File: config.mk
export PLATFORM = sky130hd
export DESIGN_NAME = pipe_hazard_unit
export DESIGN_NICKNAME = d
export VERILOG_FILES = /design/src/rtl/pipe_hazard_unit.sv
export SDC_FILE = /design/constraint.sdc
export NUM_CORES = 1
export LEC_CHECK = 0
export BUFFER_PORTS_ARGS = -buffer_cell sky130_fd_sc_hd__buf_2
export CORE_AREA = 2 2 62 64
export CTS_CLUSTER_SIZE = 8
export DETAILED_ROUTE_END_ITERATION = 16
export DIE_AREA = 0 0 64 66
export PLACE_DENSITY = 0.75
export SYNTH_ARGS = -nofsm -noshare
export SYNTH_HDL_FRONTEND = slang
export SYNTH_SLANG_ARGS = --single-unit
File: constraint.sdc
create_clock -name clk -period 6.2 [get_ports clk]
set_clock_uncertainty 0.1 [all_clocks]
set_input_delay 0.62 -clock clk [delete_from_list [all_inputs] [get_ports clk]]
set_output_delay 0.62 -clock clk [all_outputs]
set_load 0.01 [all_outputs]
File: src/rtl/pipe_hazard_unit.sv
// Hazard detection and forwarding select for the in-order pipeline.
// Tracks DEPTH post-decode writer slots; stalls or bypasses decode sources.
module pipe_hazard_unit #(
  parameter int REG_INDEX_BIT_WIDTH = 4,
  parameter int DEPTH               = 3,
  parameter int FWD_EN              = 1,
  parameter int ALU_READY           = 1,
  parameter int LOAD_READY          = 2,
  parameter int ZERO_REG_EN         = 0,
  parameter int STALL_CNT_BITS      = 16,
  localparam int FSEL_W = $clog2(DEPTH + 1),
  localparam int CNT_W  = $clog2(DEPTH + 1)
) (
  input  logic                           clk,
  input  logic                           reset,
  input  logic                           dec_valid,
  input  logic [REG_INDEX_BIT_WIDTH-1:0] dec_src1,
  input  logic [REG_INDEX_BIT_WIDTH-1:0] dec_src2,
  input  logic                           dec_src1_used,
  input  logic                           dec_src2_used,
  input  logic                           dec_wr_reg,
  input  logic [REG_INDEX_BIT_WIDTH-1:0] dec_dest,
  input  logic                           dec_is_load,
  input  logic                           flush,
  output logic                           stall,
  output logic [FSEL_W-1:0]              fwd_sel1,
  output logic [FSEL_W-1:0]              fwd_sel2,
  output logic [CNT_W-1:0]               inflight,
  output logic [STALL_CNT_BITS-1:0]      stall_cycles
);

  typedef logic [REG_INDEX_BIT_WIDTH-1:0] reg_t;

  logic [DEPTH-1:0] slot_v;
  logic [DEPTH-1:0] slot_ld;
  reg_t             slot_d [DEPTH];

  reg_t              src  [2];
  logic              used [2];
  logic              hit  [2];
  logic              rdy  [2];
  logic [FSEL_W-1:0] sel  [2];
  logic              pend [2];

  logic             stall_raw;
  logic             acc;
  logic [DEPTH-1:0] nxt_v;
  logic [CNT_W-1:0] nxt_cnt;

  assign src[0]  = dec_src1;
  assign src[1]  = dec_src2;
  assign used[0] = dec_src1_used;
  assign used[1] = dec_src2_used;

  // Scan oldest to youngest so the lowest matching slot wins.
  always_comb begin
    for (int s = 0; s < 2; s++) begin
      hit[s] = 1'b0;
      rdy[s] = 1'b0;
      sel[s] = '0;
      for (int k = DEPTH - 1; k >= 0; k--) begin
        if (slot_v[k] && slot_d[k] == src[s]) begin
          hit[s] = 1'b1;
          rdy[s] = (k >= (slot_ld[k] ? LOAD_READY : ALU_READY));
          sel[s] = FSEL_W'(k + 1);
        end
      end
      if (!(dec_valid && used[s]) ||
          (ZERO_REG_EN != 0 && src[s] == '0))
        hit[s] = 1'b0;
      pend[s] = hit[s] && (FWD_EN == 0 || !rdy[s]);
    end
  end

  assign stall_raw = pend[0] | pend[1];
  assign stall     = reset & ~flush & stall_raw;

  always_comb begin
    fwd_sel1 = '0;
    fwd_sel2 = '0;
    if (reset && FWD_EN != 0 && !stall) begin
      if (hit[0] && rdy[0]) fwd_sel1 = sel[0];
      if (hit[1] && rdy[1]) fwd_sel2 = sel[1];
    end
  end

  assign acc = dec_valid & dec_wr_reg & ~stall & ~flush;

  always_comb begin
    nxt_v[0] = acc;
    for (int k = 1; k < DEPTH; k++)
      nxt_v[k] = slot_v[k-1];
    nxt_cnt = '0;
    for (int k = 0; k < DEPTH; k++)
      nxt_cnt = nxt_cnt + CNT_W'(nxt_v[k]);
  end

  always_ff @(posedge clk or negedge reset) begin
    if (!reset) begin
      slot_v       <= '0;
      slot_ld      <= '0;
      for (int k = 0; k < DEPTH; k++)
        slot_d[k] <= '0;
      inflight     <= '0;
      stall_cycles <= '0;
    end else begin
      slot_v     <= nxt_v;
      slot_ld[0] <= dec_is_load;
      slot_d[0]  <= dec_dest;
      for (int k = 1; k < DEPTH; k++) begin
        slot_ld[k] <= slot_ld[k-1];
        slot_d[k]  <= slot_d[k-1];
      end
      inflight <= nxt_cnt;
      if (stall && stall_cycles != '1)
        stall_cycles <= stall_cycles + 1'b1;
    end
  end

endmodule

# Word-level counts from Yosys, hierarchy flattened
# Index checks and enable logic that the tools add are counted.
[word_totals] ff_bits=36 in_bits=20 out_inout_bits=23 wordCells=72
[op_classes] add_sub_neg=3 magnitude_cmp=3 n_eq_ne=7 muxes=27 bitwise_logic=8 n_reduce_logical=17
[op_table] operator="2-bit two-way mux" count=13
[op_table] operator="4-bit equality test" count=6
[op_table] operator="16-bit by 1-bit adder with 16-bit output, second input constant" count=1
[op_table] operator="16-bit inequality test, second input constant" count=1
[op_table] operator="1-bit logical AND" count=14
[op_table] operator="1-bit two-way mux" count=14
[op_table] operator="1-bit bitwise AND" count=5
[op_table] operator="1-bit by 2-bit >= comparator with 1-bit output, first input constant" count=2
[op_table] operator="1-bit logical NOT" count=3
[op_table] operator="1-bit by 1-bit adder with 2-bit output" count=1
[op_table] operator="2-bit by 1-bit adder with 2-bit output" count=1
[op_table] operator="2-bit >= comparator, first input constant" count=1
[op_table] operator="1-bit inverter" count=2
[op_table] operator="1-bit bitwise OR" count=1

# Longest topological paths before layout
# Gate-level depths: netlist (run 1).
[logic_depth] word_depth=14 depth_mapped=9 mapped_depth_nobuf=7

# Worst setup path after synthesis (run 1)
# Ideal clock, no wire load.
[synth_path] path_kind="input -> output" from="input port dec_src2[3]" to="output port fwd_sel1[0]" arrival_ns=2.036 t_required_ns=5.480 setup_slack_ns=3.444 stages=8 path_cell_list="xor2_1 -> nor4_2 -> nand4_1 -> and4_4 -> buf_6 -> buf_6 -> nor2_1 -> nor2_1"
[synth_between] elab_chain_cells=12
[synth_rtl] item="start, declared" line="18" rtl="input logic [REG_INDEX_BIT_WIDTH-1:0] dec_src2,"
[synth_rtl] item="4-bit equality test" line="62" rtl="if (slot_v[k] && slot_d[k] == src[s]) begin"
[synth_rtl] item="1-bit logical AND" line="62"
[synth_rtl] item="1-bit two-way mux (3 in a row)" line="62"
[synth_rtl] item="1-bit two-way mux / 1-bit logical NOT (equally long branches)" line="68, 71"
[synth_rtl] item="1-bit logical AND *" line="71" rtl="pend[s] = hit[s] && (FWD_EN == 0 || !rdy[s]);"
[synth_rtl] item="1-bit bitwise OR *" line="75" rtl="assign stall_raw = pend[0] | pend[1];"
[synth_rtl] item="1-bit bitwise AND *" line="76" rtl="assign stall = reset & ~flush & stall_raw;"
[synth_rtl] item="via stall" line="25" rtl="output logic stall,"
[synth_rtl] item="1-bit logical NOT *" line="81" rtl="if (reset && FWD_EN != 0 && !stall) begin"
[synth_rtl] item="1-bit logical AND *" line="81"
[synth_rtl] item="2-bit two-way mux *" line="81"
[synth_rtl] item="end, declared" line="26" rtl="output logic [FSEL_W-1:0] fwd_sel1,"
# The timed path passes the listed nets; every way through them passes the cells marked *.

# Worst setup path in the final report (run 1)
[layout_path] from="register slot_d[4] (netlist name)" to="output port fwd_sel1[1]"
[layout_between] elab_chain_cells=11
[layout_rtl] item="start, declared" line="36" rtl="reg_t slot_d [DEPTH];"
[layout_rtl] item="start signal, assigned by index" line="112" rtl="slot_d[k] <= slot_d[k-1];"
[layout_rtl] item="4-bit equality test" line="62"
[layout_rtl] item="1-bit logical AND" line="62"
[layout_rtl] item="1-bit two-way mux (2 in a row)" line="62"
[layout_rtl] item="1-bit two-way mux / 1-bit logical NOT (equally long branches)" line="68, 71"
[layout_rtl] item="1-bit logical AND" line="71"
[layout_rtl] item="1-bit bitwise OR" line="75"
[layout_rtl] item="1-bit bitwise AND" line="76"
[layout_rtl] item="1-bit logical NOT" line="81"
[layout_rtl] item="1-bit logical AND" line="81"
[layout_rtl] item="2-bit two-way mux *" line="81"
# Mark *: on every way between the ends. The rest lies on a longest branch, timed or not.

==> summary.txt, run 1 <==
Clocking
  – Root Driver: clkbuf_4
  – H-tree depth: 2
  – CTS Sinks: 35
  – Clk pin slew, worst setup/hold paths: ~0.11 ns
  – CTS Hold Bufs: 0
  – Clock Tree Buf Depth: 2
  – Post-CTS Setup Inserts: 0
  – Skew-Pair Late Insertion Delay: between 0.3 and 0.4 ns
  – CTS tree: done
  – Post-CTS sizing: 0
  – CTS Buf Count: 5

Setup path
  – Crit path launch type: register
  – CP delay by family, top: simple AND/OR/NAND/NOR gates
  – CP Depth: 7
  – CP max-delay cell: dfrtp_1
  – Crit path DAT: roughly 2.3 ns
  – Slowest stage delay, CP: roughly 0.44 ns
  – Cells along the critical path: xor2_1 > nor4_2 > nand4_1 > and4_4 > nor2_1 > nor3b_1 > buf_2
  – Reg2reg path depth: 7
  – Worst R2R Setup Slack: approximately 3.7 ns
  – Maximum fanout along the worst path: 17
  – Crit path kind: register to primary output
  – CP bufs+invs: 1
  – Critical Path Sink Type: primary output
  – Data required, critical path: 5.48 ns

Placement
  – GP Congestion: roughly 0.85
  – Placed insts: about 250
  – Hpwl dp: 2.664 mm
  – Port bufs: 42

Global route
  – Antenna violations before repair: 0
  – Global-route wire length before repair: between 6 and 7 mm
  – GRT Residual Overflow: 0
  – Vias in the first global route: roughly 1,400
  – Total track usage: about a fifth
  – Largest net degree at the start of global routing: 40

Synth
  – Ranking of synthesized cells by area: dfrtp_1, xor2_1, nand4_1
  – Library cells used by synthesis: 29
  – Cell Area, Synth: 0.001793 sq mm
  – Share of the synthesized area in the top cell type: between 40 and 50%
  – Synth async-reset ratio: 100.0%
  – Synth Register Bits: 35
  – YS warnings: 0
  – Syn_nets: between 150 and 200
  – Post-synthesis sequential area ratio: 48.85%
  – Count leader, synth: dfrtp_1
  – Post-synth top area cell: dfrtp_1
  – Syn avg cell area: around 11 sq um
  – Most instantiated cells after synthesis: dfrtp_1, xor2_1, nor2_1, nand3_1, nand4_1
  – Post-synth EDFFs: 0
  – Synth Flop Type: dfrtp_1
  – Cells after Synth: between 150 and 200

Floorplanning
  – Starting Density: 50.49%
  – IO Count: 43
  – Die Y: 66 um
  – Row cnt: 22
  – Die Wd: around 64 um
  – Core Area: between 0.003 and 0.004 sq mm
  – Die area: about 0.0042 sq mm

STA
  – Slew Viols, Final: 0
  – Endpoints failing hold: 0
  – Final setup viols: 0
  – TNS Setup: 0 ns
  – Worst Tran Pin Value: about 0.79 ns
  – Final Critical Period: between 2 and 3 ns
  – Max Freq: 0.3362 GHz
  – RSZ-0062 raised after global routing: no
  – Fin crit share: a little under half
  – Worst relative slew slack: between 40% and 50%

Power and ir drop
  – NetSw: around 0.00011 W
  – Switching share of power: 22.52%
  – Peak supply drop: 0.1264 mV
  – Logic pwr share: around 8.0%
  – PD cells: 226.5 mW/mm^2
  – Pleak: about 1.0 nW
  – Sequential power share: 49.9%
  – Int Pwr: about 0.00038 W
  – Clock power frac: 42.1%
  – Pwr Total: 0.0004860 W

Routing
  – First-pass DRT Iterations: 4
  – Final antenna-violating net count: 0
  – DRC: 0
  – Starting DRC count in detailed routing: slightly above 90
  – Via count: between 1,000 and 1,500
  – Detailed-route wire length: around 3.6 mm
  – DR vias/cell: 5.310
  – Routed WL per cell: 13.98 um

Final layout
  – Final Net Count: around 230
  – Syn-to-layout area delta: 19.68%
  – Share of layout cells above drive strength 1: 31.88%
  – Antenna fix cells: 0
  – Post-Layout Cell Count: approximately 260

Run
  – Max-cap violation count: 0

Status
  – Outcome: complete, no violations

Worst hold path
  – Hold Crit Class: input pin to async pin
## final timing paths
check	endpoint	startpoint
min in group clk	slot_ld[1]	slot_ld[0]
min reg2reg	slot_ld[1]	slot_ld[0]
min	slot_d[4]	reset
max	fwd_sel1[1]	slot_d[4]
max in group asynchronous	stall_cycles[1]	reset
max reg2reg	inflight[0]	slot_d[4]
## routing by layer
metal | global-route usage, % | vias to the layer above | share of wire (%) | wire (um)
met5 | 0 | - | 0 | 0
met4 | 9.783 | 0 | 1.6 | 58
met3 | 3.918 | 6 | 6.4 | 227
met2 | 30.86 | 47 | 47 | 1690
met1 | 25.86 | 649 | 45 | 1590
li1 | - | 652 | - | -
## state kept, by name, summed over array words and instances, names as in the netlist
register	cells
stall_cycles	16
slot_d	12
slot_v	3
inflight	2
slot_ld	2
## layout make-up
class	count	area (sq um)
clock inverters	3	67.56
flip-flops and latches	35	875.8
fillers	297	1405
well taps	48	60.06
multi-input cells	120	887.1
inverters	2	7.507
clock buffers	5	37.54
repair buffers	42	210.2
## cell families after synthesis
logic type,count (synthesis),synth area share [%]
flip-flops,35,48.85
XOR/XNOR,36,17.59
adder cells (fa/ha/maj),2,1.814
multiplexers,4,2.512
buffers and inverters,4,1.675
AO/OA/AOI/OAI,5,1.605
AND/OR/NAND/NOR,73,25.96
## placed cells by master (no fill, tap or decap)
cell        netlist  final
a21oi_1           2      2
nor2_1           12     12
and4_4            1      1
and4_1            1      1
xor2_1           31     31
and2_1            3      3
a31oi_1           3      3
nand2_1           8      8
nand2_2           1      1
nand3_1          11     11
nand4_1          10     10
nor3_2            5      5
nor4_4            1      1
nor2b_1           1      1
or3_1             1      1
buf_2             0     42
nor3b_2           1      1
fa_1              1      1
ha_1              1      1
dfrtp_1          35     35
clkbuf_4          0      5
nor3_1            6      6
xnor2_1           5      5
inv_1             2      2
nand3_2           1      1
bufinv_16         0      2
mux2_1            2      2
nand2b_1          3      3
nor3b_1           3      3
mux2_2            2      2
nor4_2            4      4
clkinvlp_4        0      1
## power by group through the flow
stage                     clock, W  combinational, W  sequential, W
after CTS                 0.000209         0.0000396       0.000242
after global placement           0         0.0000376       0.000246
final                     0.000205         0.0000391       0.000242
after floorplan                  0         0.0000193       0.000246
after global routing      0.000219         0.0000438       0.000244
after detailed placement         0         0.0000391       0.000247
## stage by stage
| step | worst slack [ns] | util [%] | instance area, sq um | hold slack, ns |
|---|---|---|---|---|
| finish | 3.225 | 60.43 | 2146 | 0.2514 |
| global route | 3.072 | 60.43 | 2146 | 0.2591 |
| CTS | 3.242 | 60.43 | 2146 | 0.2605 |
| detailed placement | 3.336 | 57.47 | 2041 | 0.2347 |
| global placement | 3.400 | 57.47 | 2041 | 0.2339 |
| floorplan | 3.444 | - | 1793 | 0.2244 |
No activity file was read; power rests on OpenSTA's default activity.
==> inputs of run 2 (changes only) <==
ABC_AREA = 1   (was not set)
CORE_AREA = 2 2 66 68   (was 2 2 62 64)
DIE_AREA = 0 0 68 70   (was 0 0 64 66)
PLACE_DENSITY = 0.74   (was 0.75)
clock period = 2.95 ns   (was 6.2 ns; I/O delays follow)
==> run 2 against run 1 <==
Compared with the run above: cell area rose by 12%; synthesized area increased by 14%; setup slack lost 2.6 ns; sequential power increased by 110%; sequential share of layout area down 4.4 points; final cell count rose by 44%; core utilization down 2.3 points; critical path type unchanged; critical endpoint is now fwd_sel2[0].
==> summary.txt, run 2 <==
Status
  – Outcome: complete, no violations

Synth
  – Post-synth top area cell: dfrtp_1
  – Cell Area, Synth: 0.002044 sq mm
  – YS warnings: 0
  – Post-synth EDFFs: 0
  – Library cells used by synthesis: 32
  – Share of the synthesized area in the top cell type: 42.84%
  – Synth async-reset ratio: 100.0%
  – Cells after Synth: ~270
  – Syn avg cell area: around 7.7 sq um
  – Most instantiated cells after synthesis: nand2_1, dfrtp_1, inv_1, nor2_1, nand4_1
  – Ranking of synthesized cells by area: dfrtp_1, nand2_1, nand4_1
  – Synth Register Bits: 35
  – Post-synthesis sequential area ratio: around 43%
  – Synth Flop Type: dfrtp_1
  – Count leader, synth: nand2_1
  – Syn_nets: between 200 and 300

STA
  – Final Critical Period: approximately 2.4 ns
  – Worst Tran Pin Value: between 0.4 and 0.5 ns
  – Worst relative slew slack: between 60% and 70%
  – Endpoints failing hold: 0
  – Fin worst setup slack: just under 0.6 ns
  – RSZ-0062 raised after global routing: no
  – Final setup viols: 0
  – TNS Setup: 0 ns
  – Max Freq: 0.4217 GHz
  – Slew Viols, Final: 0
  – Fin crit share: around four fifths

Clocking
  – Post-CTS Setup Inserts: 0
  – Root Driver: clkbuf_8
  – CTS Buf Count: 5
  – Post-CTS sizing: 0
  – Skew-Pair Late Insertion Delay: a little under 0.3 ns
  – CTS Sinks: 35
  – CTS tree: done
  – Clk pin slew, worst setup/hold paths: around 0.07 ns
  – Clock Tree Buf Depth: 2
  – H-tree depth: 2

Power and ir drop
  – Switching share of power: approximately a quarter
  – Peak supply drop: between 0.2 and 0.25 mV
  – Pleak: approximately 1.4 nW
  – PD cells: around 400 mW/mm^2
  – Sequential power share: between 50% and 60%
  – Logic pwr share: 10.0%
  – Pwr Total: roughly 0.00096 W
  – Clock power frac: 36.9%
  – NetSw: ~0.00025 W
  – Int Pwr: 0.0007126 W

Setup path
  – Critical Path Sink Type: primary output
  – CP max-delay cell: dfrtp_1
  – Most used cell, CP: nand2_1
  – Data required, critical path: 2.56 ns
  – Cells along the critical path: inv_1 > nand2_1 > nand2_1 > nor2_1 > nand4_1 > nand2_1 > nand2_2 > nand2_8 > nand2_1 > nand3_1 > nor2_1 > buf_2
  – Crit path launch type: register
  – Crit path kind: register to primary output
  – Crit path DAT: 1.98 ns
  – Maximum fanout along the worst path: 19
  – Slowest stage delay, CP: around 0.40 ns

Routing
  – Starting DRC count in detailed routing: roughly 120
  – Final antenna-violating net count: 0
  – Detailed-route wire length: between 4 and 5 mm
  – DR vias/cell: slightly above 5
  – DRC: 0
  – Routed WL per cell: between 10 and 15 um
  – Via count: 1,854
  – First-pass DRT Iterations: 4

Placement
  – Worst slack, placed: ~0.73 ns
  – Hpwl dp: 3.403 mm
  – Port bufs: 42
  – GP Congestion: ~0.88

Final layout
  – Flip-flop count of the largest register after layout: 16
  – Final design utilization: roughly 58%
  – Syn-to-layout area delta: 17.75%
  – Most frequent cells in the layout: nand2_1, buf_2, dfrtp_1
  – Register area: roughly 880 sq um
  – Final Net Count: between 300 and 400
  – Commonest non-fill, non-tap cell in the layout: nand2_1
  – Antenna fix cells: 0
  – Share of layout cells above drive strength 1: 20.00%
  – Largest regs: stall_cycles x16, slot_d x12, slot_v x3
  – Top reg by flops: stall_cycles
  – Fill count: just under 400
  – Footprint of the multi-input gates: approximately 0.001 sq mm

Floorplanning
  – Row cnt: 24
  – Core Area: 0.004144 sq mm
  – Die Wd: ~68 um
  – Die Y: about 70 um
  – Die area: ~0.0048 sq mm
  – Starting Density: 49.34%
  – IO Count: 43

Global route
  – Largest net degree at the start of global routing: 38
  – Global-route wire length before repair: slightly below 8 mm
  – Vias in the first global route: between 1,500 and 2,000
  – GRT Residual Overflow: 0
  – Antenna violations before repair: 0
  – Total track usage: a little over a fifth

Worst hold path
  – Hold Crit Class: input pin to register

Run
  – Max-cap violation count: 0
run 2: cell count changes in the layout (fill, tap and decap cells not counted), moves of 6 or more:
cell,delta
nand2_1,+73
clkbuf_8,+6
inv_1,+31
nor2_1,+20
o21ai_0,+6
nand4_1,+11
xor2_1,-24
run 2: path summary, 6_finish.rpt:
check | from | end | slack (ns) | cells past startpoint
min in group asynchronous | reset | slot_d[5] | 0.50 | 3
max | slot_d[7] | fwd_sel2[0] | 0.58 | 12
min | dec_is_load | slot_ld[0] | 0.01 | 1
max reg2reg | slot_d[11] | inflight[0] | 0.74 | 12
max in group asynchronous | reset | stall_cycles[5] | 1.92 | 3
min reg2reg | slot_ld[0] | slot_ld[1] | 0.26 | 0
run 2: critical path: cells and delay by family, from the launching register on:
family	cells	cell delay, ns
buffers and inverters	2	0.21
and+or+nand+nor	10	1.10
DFF	1	0.40
run 2: metrics by stage:
step                      instances  instance area (sq um)  hold WS (ns)
after floorplan                 267                   2044       -0.1006
after global placement          358                   2300        0.2375
after detailed placement        358                   2300        0.2582
after CTS                       367                   2407      0.005964
after global routing            367                   2407     0.0005182
final                           367                   2407       0.01158
run 2: layout make-up:
cell class / instances / area share [%]
clock buffer: 6 / 3.430
multi-input combinational: 193 / 41.94
sequential: 35 / 36.38
inverter: 35 / 5.457
timing repair buffer: 45 / 9.875
clock inverter: 1 / 0.2079
tap: 52 / 2.703
run 2: logic make-up (layout without fill, tap and decap cells):
kind of cell / Yosys count / count (layout) / share of synthesized area [%]
and+or+nand+nor: 161 / 161 / 37.15
AOI/OAI and AO/OA: 14 / 14 / 3.795
xor gates and xnor gates: 16 / 16 / 6.855
buffers and inverters: 39 / 87 / 7.772
DFF: 35 / 35 / 42.84
adders and majority gates: 2 / 2 / 1.591
run 2: power groups by stage:
stage / Clock, W / Sequential [W] / Combinational (W)
CTS: 0.000360 / 0.000509 / 0.0000966
finish: 0.000354 / 0.000509 / 0.0000955
global placement: 0 / 0.000518 / 0.0000914
floorplan: 0 / 0.000516 / 0.0000483
detailed placement: 0 / 0.000518 / 0.0000939
global route: 0.000379 / 0.000511 / 0.000110
run 2: layer usage:
layer	up-vias	global-route usage, %	share of wire (%)
met2	41	34.30	48
met4	0	5.333	0.50
met1	867	29.93	48
met5	-	0	0
met3	4	4.831	3.9
li1	942	-	-
run 2: what timing repair did:
action / 4_1_cts / 5_1_grt
endpoints found under the hold margin: 34 / 0
endpoints found under the setup margin: 0 / 0
hold buffers: 2 / 0
==> inputs of run 3 (changes only) <==
ABC_AREA = 0   (was 1)
CORE_AREA = 2 2 65 67   (was 2 2 66 68)
DIE_AREA = 0 0 67 69   (was 0 0 68 70)
PLACE_DENSITY = 0.72   (was 0.74)
clock period = 2 ns   (was 2.95 ns; I/O delays follow)
==> run 3 against run 2 <==
Compared with the run above: the flow now finishes with violations (setup timing); core utilization rose by 8.5 points; global-route usage fell by 0.64 points; wire length fell by 6.8%; highest routed layer unchanged; die area fell by 2.9%; register-to-register slack got worse by 0.93 ns; via count fell by 19%; first-iteration DRC count fell by 39%.
==> summary.txt, run 3 (synthesis gave the netlist of run 1 again) <==
Setup path
  – Data required, critical path: about 1.7 ns
  – Cells along the critical path: xor2_1 > nor4_2 > nand4_1 > and4_4 > nor2_4 > buf_6 > nor2_2 > buf_2
  – Crit path launch type: register
  – Reg2reg path depth: 8
  – Crit path DAT: approximately 1.9 ns
  – Slowest stage delay, CP: 0.42 ns
  – R2R Path Start: slot_d[5]
  – Critical Path Sink Type: primary output
  – Crit path kind: register to primary output
  – RR Endpoint: stall_cycles[13]
  – CP max-delay cell: dfrtp_1
  – Worst R2R Setup Slack: -0.19 ns
  – Maximum fanout along the worst path: 4

Power and ir drop
  – NetSw: between 0.0003 and 0.0004 W
  – Clock power frac: 45.4%
  – Pwr Total: roughly 0.0017 W
  – Sequential power share: between 40 and 50%
  – Switching share of power: about 22%
  – Int Pwr: 0.001308 W
  – Pleak: between 1 and 1.5 nW
  – Peak supply drop: around 0.38 mV
  – Logic pwr share: 10.1%
  – PD cells: ~650 mW/mm^2

STA
  – Fin worst setup slack: -0.2179 ns
  – Endpoints failing hold: 0
  – Final Critical Period: 2.218 ns
  – Final setup viols: 21
  – Fin crit share: 110.9%
  – Final hold slack: about 0.062 ns
  – Max Freq: ~0.45 GHz
  – Slew Viols, Final: 0
  – Worst relative slew slack: between 60% and 70%
  – RSZ-0062 raised after global routing: yes
  – Worst Tran Pin Value: 0.5208 ns

Global route
  – Antenna violations before repair: 0
  – GRT Residual Overflow: 0
  – Total track usage: 21.00%
  – Global-route wire length before repair: between 7 and 8 mm
  – Vias in the first global route: 1,543
  – Largest net degree at the start of global routing: 25

Final layout
  – Syn-to-layout area delta: 45.29%
  – Most frequent cells in the layout: buf_2, dfrtp_1, xor2_1
  – Final Net Count: 267
  – Antenna fix cells: 0
  – Final design utilization: between 60% and 70%
  – Flip-flop count of the largest register after layout: 16
  – Largest regs: stall_cycles x16, slot_d x12, slot_v x3
  – Top reg by flops: stall_cycles
  – Share of layout cells above drive strength 1: between 40% and 50%
  – Commonest non-fill, non-tap cell in the layout: buf_2

Routing
  – DR vias/cell: roughly 5
  – Detailed-route wire length: about 4.3 mm
  – Starting DRC count in detailed routing: 71
  – First-pass DRT Iterations: 4
  – DRC: 0
  – Final antenna-violating net count: 0
  – Routed WL per cell: ~15 um
  – Via count: approximately 1,500

Clocking
  – Root Driver: clkbuf_8
  – Clock Tree Buf Depth: 2
  – CTS tree: done
  – Clk pin slew, worst setup/hold paths: around 0.07 ns
  – Skew-Pair Late Insertion Delay: between 0.2 and 0.3 ns
  – H-tree depth: 2
  – CTS Buf Count: 5
  – CTS Sinks: 35

Floorplanning
  – Core Area: 0.003914 sq mm
  – Starting Density: a little under half
  – Die Y: 69 um
  – Die area: 0.004623 sq mm
  – Die Wd: roughly 67 um
  – Row cnt: 23
  – IO Count: 43

Placement
  – Hpwl dp: approximately 3.0 mm
  – Port bufs: 42
  – GP Congestion: 0.8629

Worst hold path
  – Hold Path End: slot_v[0]
  – Hold path depth: 2
  – Hold Crit Class: input pin to register
  – Worst hold start: flush

Run
  – Max-cap violation count: 0

Status
  – Violated checks: setup timing
  – Outcome: finished with violations
-- run 3: cell type report --
type / instances / area, sq um
flip-flops and latches: 35 / 875.8
inverters: 2 / 7.507
fillers: 311 / 1309
well taps: 50 / 62.56
clock buffers: 5 / 68.82
clock inverters: 3 / 67.56
repair buffers: 81 / 528.0
multi-input cells: 120 / 994.7
-- run 3: timing repair --
action / CTS / global route
hold endpoints to repair: 16 / 0
pin swaps: 20 / 8
buffers inserted: 5 / 1
endpoints found under the setup margin: 17 / 23
hold buffers: 7 / 0
gates resized for setup: 17 / 6
-- run 3: worst max-delay path, delay by kind of cell, from the launching register on --
kind	cells	cell delay, ns
simple gates	5	0.82
xor+xnor	1	0.17
flops	1	0.42
buf+inv	2	0.23
-- run 3: power groups by stage --
stage | Sequential [W] | Clock [W] | Combinational [W]
finish | 0.000749 | 0.000766 | 0.000171
global route | 0.000751 | 0.000811 | 0.000188
CTS | 0.000748 | 0.000784 | 0.000168
detailed placement | 0.000762 | 0 | 0.000146
global placement | 0.000761 | 0 | 0.000147
floorplan | 0.000763 | 0 | 0.0000610
-- run 3: per-layer routing --
metal  routed length, um  GRT usage (%)
met3                 179          5.546
met5                   0              0
met1                1871          28.66
met2                2145          31.46
met4                 121          8.617
-- run 3: stage by stage --
step | setup TNS (ns) | instance area (sq um) | worst slack [ns] | cells
2_1_floorplan | -0.5180 | 1809 | -0.2872 | 159
3_3_place_gp | -0.2366 | 2251 | -0.07364 | 275
3_5_place_dp | -0.2133 | 2251 | -0.07836 | 275
4_1_cts | -1.544 | 2574 | -0.1910 | 295
5_1_grt | -4.956 | 2605 | -0.3289 | 296
6_report | -2.345 | 2605 | -0.2179 | 296
-- run 3: worst max path at each step --
stage	from	end	slack, ns	depth (start not counted)
global route	slot_d[7]	fwd_sel1[0]	-0.33	8
finish	slot_d[5]	fwd_sel1[0]	-0.22	8
detailed placement	slot_d[7]	stall_cycles[5]	-0.08	7
global placement	slot_d[5]	stall_cycles[2]	-0.07	7
floorplan	slot_d[7]	inflight[0]	-0.29	9
CTS	slot_d[4]	fwd_sel1[0]	-0.19	8
